<file path="src/rtl/vga_scan_gen.sv">
`default_nettype none
// ============================================================================
// Module      : vga_scan_gen
// Description : VGA raster scan generator with pixel/line counters, sync and
//               blanking decode, frame-start pulse and wrapping frame counter.
// Revision    : 1.0 - initial release
// ============================================================================
module vga_scan_gen #(
  parameter int H_ACTIVE = 800,
  parameter int H_FP     = 56,
  parameter int H_SYNC   = 120,
  parameter int H_BP     = 64,
  parameter int V_ACTIVE = 600,
  parameter int V_FP     = 37,
  parameter int V_SYNC   = 6,
  parameter int V_BP     = 23,
  parameter bit SYNC_POL = 1'b1
) (
  input  logic        clk,
  input  logic        rst,
  input  logic        en,
  output logic [10:0] hor_reg,
  output logic [9:0]  ver_reg,
  output logic        hsync,
  output logic        vsync,
  output logic        video_on,
  output logic        frame_start,
  output logic [7:0]  frame_cnt
);

  localparam logic [10:0] c_h_last     = 11'(H_ACTIVE + H_FP + H_SYNC + H_BP - 1);
  localparam logic [10:0] c_h_active   = 11'(H_ACTIVE);
  localparam logic [10:0] c_hs_start   = 11'(H_ACTIVE + H_FP);
  localparam logic [10:0] c_hs_end     = 11'(H_ACTIVE + H_FP + H_SYNC);
  localparam logic [9:0]  c_v_last     = 10'(V_ACTIVE + V_FP + V_SYNC + V_BP - 1);
  localparam logic [9:0]  c_v_active   = 10'(V_ACTIVE);
  localparam logic [9:0]  c_vs_start   = 10'(V_ACTIVE + V_FP);
  localparam logic [9:0]  c_vs_end     = 10'(V_ACTIVE + V_FP + V_SYNC);

  logic [10:0] r_hor;
  logic [9:0]  r_ver;
  logic        r_hs;
  logic        r_vs;
  logic        r_von;
  logic        r_fs;
  logic [7:0]  r_fcnt;

  logic        w_h_end;
  logic        w_v_end;
  logic [10:0] w_h_nxt;
  logic [9:0]  w_v_nxt;
  logic        w_hs_nxt;
  logic        w_vs_nxt;
  logic        w_von_nxt;
  logic        w_fs_nxt;

  // Decode from the next counter values so the registered flags land on the
  // same edge as the position they describe.
  always_comb begin
    w_h_end   = (r_hor == c_h_last);
    w_v_end   = (r_ver == c_v_last);
    w_h_nxt   = w_h_end ? 11'd0 : r_hor + 11'd1;
    w_v_nxt   = r_ver;
    if (w_h_end) begin
      w_v_nxt = w_v_end ? 10'd0 : r_ver + 10'd1;
    end
    w_hs_nxt  = (w_h_nxt >= c_hs_start) && (w_h_nxt < c_hs_end);
    w_vs_nxt  = (w_v_nxt >= c_vs_start) && (w_v_nxt < c_vs_end);
    w_von_nxt = (w_h_nxt < c_h_active) && (w_v_nxt < c_v_active);
    w_fs_nxt  = (w_h_nxt == 11'd0) && (w_v_nxt == 10'd0);
  end

  always_ff @(posedge clk or negedge rst) begin
    if (!rst) begin
      r_hor  <= 11'd0;
      r_ver  <= 10'd0;
      r_hs   <= ~SYNC_POL;
      r_vs   <= ~SYNC_POL;
      r_von  <= 1'b0;
      r_fs   <= 1'b0;
      r_fcnt <= 8'd0;
    end else begin
      r_fs <= 1'b0;
      if (en) begin
        r_hor <= w_h_nxt;
        r_ver <= w_v_nxt;
        r_hs  <= w_hs_nxt ? SYNC_POL : ~SYNC_POL;
        r_vs  <= w_vs_nxt ? SYNC_POL : ~SYNC_POL;
        r_von <= w_von_nxt;
        r_fs  <= w_fs_nxt;
        if (w_h_end && w_v_end) begin
          r_fcnt <= r_fcnt + 8'd1;
        end
      end
    end
  end

  assign hor_reg     = r_hor;
  assign ver_reg     = r_ver;
  assign hsync       = r_hs;
  assign vsync       = r_vs;
  assign video_on    = r_von;
  assign frame_start = r_fs;
  assign frame_cnt   = r_fcnt;

endmodule
`default_nettype wire

</file>
<file path="config.mk">
export PLATFORM = sky130hd
export DESIGN_NAME = vga_scan_gen
export DESIGN_NICKNAME = d
export VERILOG_FILES = /design/src/rtl/vga_scan_gen.sv
export SDC_FILE = /design/constraint.sdc
export NUM_CORES = 1
export LEC_CHECK = 0
export CAP_MARGIN = 20
export CORE_ASPECT_RATIO = 0.75
export CORE_UTILIZATION = 25
export CTS_CLUSTER_SIZE = 20
export DETAILED_ROUTE_END_ITERATION = 10
export PLACE_DENSITY = 0.39
export SYNTH_ARGS = -nofsm -noshare
export SYNTH_HDL_FRONTEND = slang
export SYNTH_SLANG_ARGS = --single-unit
</file>
<file path="constraint.sdc">
create_clock -name clk -period 6.05 [get_ports clk]
set_input_delay 1.5125 -clock clk [delete_from_list [all_inputs] [get_ports clk]]
set_output_delay 1.5125 -clock clk [all_outputs]
set_load 0.01 [all_outputs]
</file>
==> impl_metrics.tcl <==
set metrics [dict create \
    antenna_found_initial 0 \
    synth_edf_count 0 \
    power.share.switching 0.3575 \
    die_y_um 85.56 \
    grt_max_degree 34 \
    fmax_ghz 0.2774 \
    ys_seq_elements 33 \
    first_iter_violations 129 \
    path_max_fanout 25 \
    drc 0 \
    grt_pass1_vias 1977 \
    start_kind "input pin" \
    initial_utilization 0.2573 \
    drt_pass1_iterations 4 \
    post-route-util 0.3163 \
    routed-via-count 2104 \
    drive_above_1_share 0.07719 \
    synth.avg_cell_area_um2 8.883 \
    syn_nets 269 \
    power_frac_comb 0.297 \
    dp.cells 405 \
    coreArea_um2 9046 \
    fin_hold_ws_ns 0.4751 \
    dpl-instance-area_um2 2719 \
    p_sw_mw 0.2901 \
    ant_nets 0 \
    rows 30 \
    yosysTopAreaCell "dfrtp_1" \
    async_flop_share 1.000 \
    fin_area_um2 2861 \
    die_area_um2 9703 \
    timing.final.crit_share 0.5958 \
    via_per_inst 5.094 \
    clk_latency_ns 0.28 \
    cp.arrival_ns 3.79 \
    worst_pin_slew_ns 1.008 \
    internal_power_mw 0.5215 \
    clock-sinks 33 \
    grt_pass1_wl_um 10650 \
    syn_inst 262 \
    rsz0062_at_grt "no" \
    io_buffers 35 \
    largest_reg_flops 11 \
    crit_chain "clkdlybuf4s50_1 -> inv_1 -> a211oi_1 -> nand4_1 -> nor4_2" \
    status "finished, final reports clean" \
    crit_type "input pin to register" \
    worstPathRequired_ns 6.23 \
    h-tree-depth 2 \
    maxSlewViolCount 0 \
    hold_path.class "register to register" \
    cts_resized 0 \
    clockBufferDepth 2 \
    synth.area.top_cells "dfrtp_1 35%, xnor2_1 5.6%, nand2_1 4.4%" \
    die_w_um 113.4 \
    synth_flop_cell "dfrtp_1" \
    wire_per_inst_um 15.52 \
    drv_cap 0 \
    grt-ovfl-total 0 \
    ys_seq_area_frac 0.3548 \
    place_hpwl_um 4569 \
    io_pins 36 \
    holdBufCountCts 0 \
    endpoint_kind "register" \
    grt_use_met2 0.1840 \
    setup_viol_count_final 0 \
    netlist-cell-type-count 56 \
    cp_slowest_cell "clkdlybuf4s50_1" \
    grt.busiest_layer "met1" \
    clock-root-buffer "clkbuf_16" \
    n_antenna_cell 0 \
    period_needed_ns 3.605 \
    hold_violations 0 \
    tritoncts "built" \
    cts_made_buffers 5 \
    instances_no_fill 413 \
    power_frac_clock 0.310 \
    skew_ns 0.004524 \
    grt.met3_usage 0.03322 \
    synthesis.area_um2 2327 \
    maxSlewHeadroom 0.3258 \
    pwr-share-seq 0.393 \
    routed_wl_um 6411 \
    synth_top_area_frac 0.3548 \
    layout.nets 291 \
    setup-tns-final_ns 0 \
    gp_congestion 0.7609 \
    p_leak_nw 1.120 \
    clk_pin_slew_ns 0.06 \
    post-cts-setup-buffers 0 \
    peakVddDrop_uv 171.5 \
    use_met1 0.2250 \
    cp_slowest_stage_delay_ns 1.13 \
    power_density_nw_per_um2 283.6 \
    yosysWarnings 0 \
    grtUsageTotal 0.1432 \
    syn_to_final_growth_pct 22.96 \
]
[per-layer routing]
metal  wire, um  part of all wire
met3        399             0.062
met5          0                 0
met4         38            0.0059
met2       2567              0.40
met1       3406              0.53
[power groups by stage]
stage	clock network, mW	registers (mW)	logic (mW)
after floorplan	0	0.303	0.155
after global placement	0	0.324	0.243
after detailed placement	0	0.323	0.240
after CTS	0.262	0.320	0.242
after global routing	0.271	0.329	0.267
final	0.252	0.319	0.241
[per-stage QoR]
step / power [mW] / setup slack [ns]
5_1_grt: 0.8670 / 2.186
2_1_floorplan: 0.4574 / 3.692
4_1_cts: 0.8248 / 2.472
3_3_place_gp: 0.5678 / 2.204
6_report: 0.8116 / 2.445
3_5_place_dp: 0.5637 / 2.194
[critical path: cells and delay by family]
kind                   cells  cell delay, ns
buffers and inverters      2            1.35
AND/OR/NAND/NOR            2            0.46
AO/OA/AOI/OAI              1            0.44
[cell families (layout without fill, tap and decap cells)]
| group | Yosys count | after routing | share of synthesized area |
|---|---|---|---|
| simple gates | 109 | 109 | 0.2694 |
| compound gates | 59 | 59 | 0.1758 |
| flops | 33 | 33 | 0.3548 |
| buf+inv | 28 | 51 | 0.06183 |
| xor+xnor | 20 | 20 | 0.07527 |
| mux | 9 | 9 | 0.04140 |
| fa+ha+maj | 4 | 4 | 0.02151 |
[final timing paths]
check                                to  slack (ns)  cells after the start    startpoint
min reg2reg                frame_cnt[7]        0.48                      1  frame_cnt[7]
max in group asynchronous  frame_cnt[1]        4.22                      1           rst
max reg2reg                 frame_start        3.07                      7    hor_reg[0]
max                         frame_start        2.45                      5            en
min in group asynchronous    ver_reg[7]        1.32                      1           rst
min                        frame_cnt[7]        0.48                      1  frame_cnt[7]
[cells in the mapped netlist, drive strengths merged (2+ instances only)]
master,n
a211oi,6
a21oi,6
a31oi,5
a41oi,2
and2,4
and3,11
and4,4
buf,9
clkbuf,11
dfrtp,33
ha,4
inv,8
mux2,5
mux2i,4
nand2,27
nand2b,3
nand3,8
nand3b,2
nand4,11
nand4b,2
nor2,15
nor2b,2
nor3,8
nor3b,2
nor4,5
o21ai,17
o31ai,7
o32ai,3
o41ai,2
or2,2
xnor2,15
xor2,5
[layout by cell type (no fill, tap or decap), types with 5 or more instances in the layout]
master,n
clkdlybuf4s50_1,34
dfrtp_1,33
nand2_1,27
xnor2_1,15
nor2_1,14
o21ai_0,13
and3_1,11
nand4_1,11
inv_1,8
nand3_1,8
nor3_1,7
o31ai_1,7
a21oi_1,6
a211oi_1,5
xor2_1,5
mux2_2,5
clkbuf_16,5
[final cells by class]
| cell class | instances | area [um^2] |
|---|---|---|
| clock buffer | 5 | 125.1 |
| tap | 128 | 160.2 |
| inverter | 8 | 30.03 |
| multi-input combinational | 201 | 1358 |
| clock inverter | 3 | 17.52 |
| timing repair buffer | 35 | 345.3 |
| fill | 955 | 6185 |
| sequential | 33 | 825.8 |
Power figures use the tool's default switching activity.
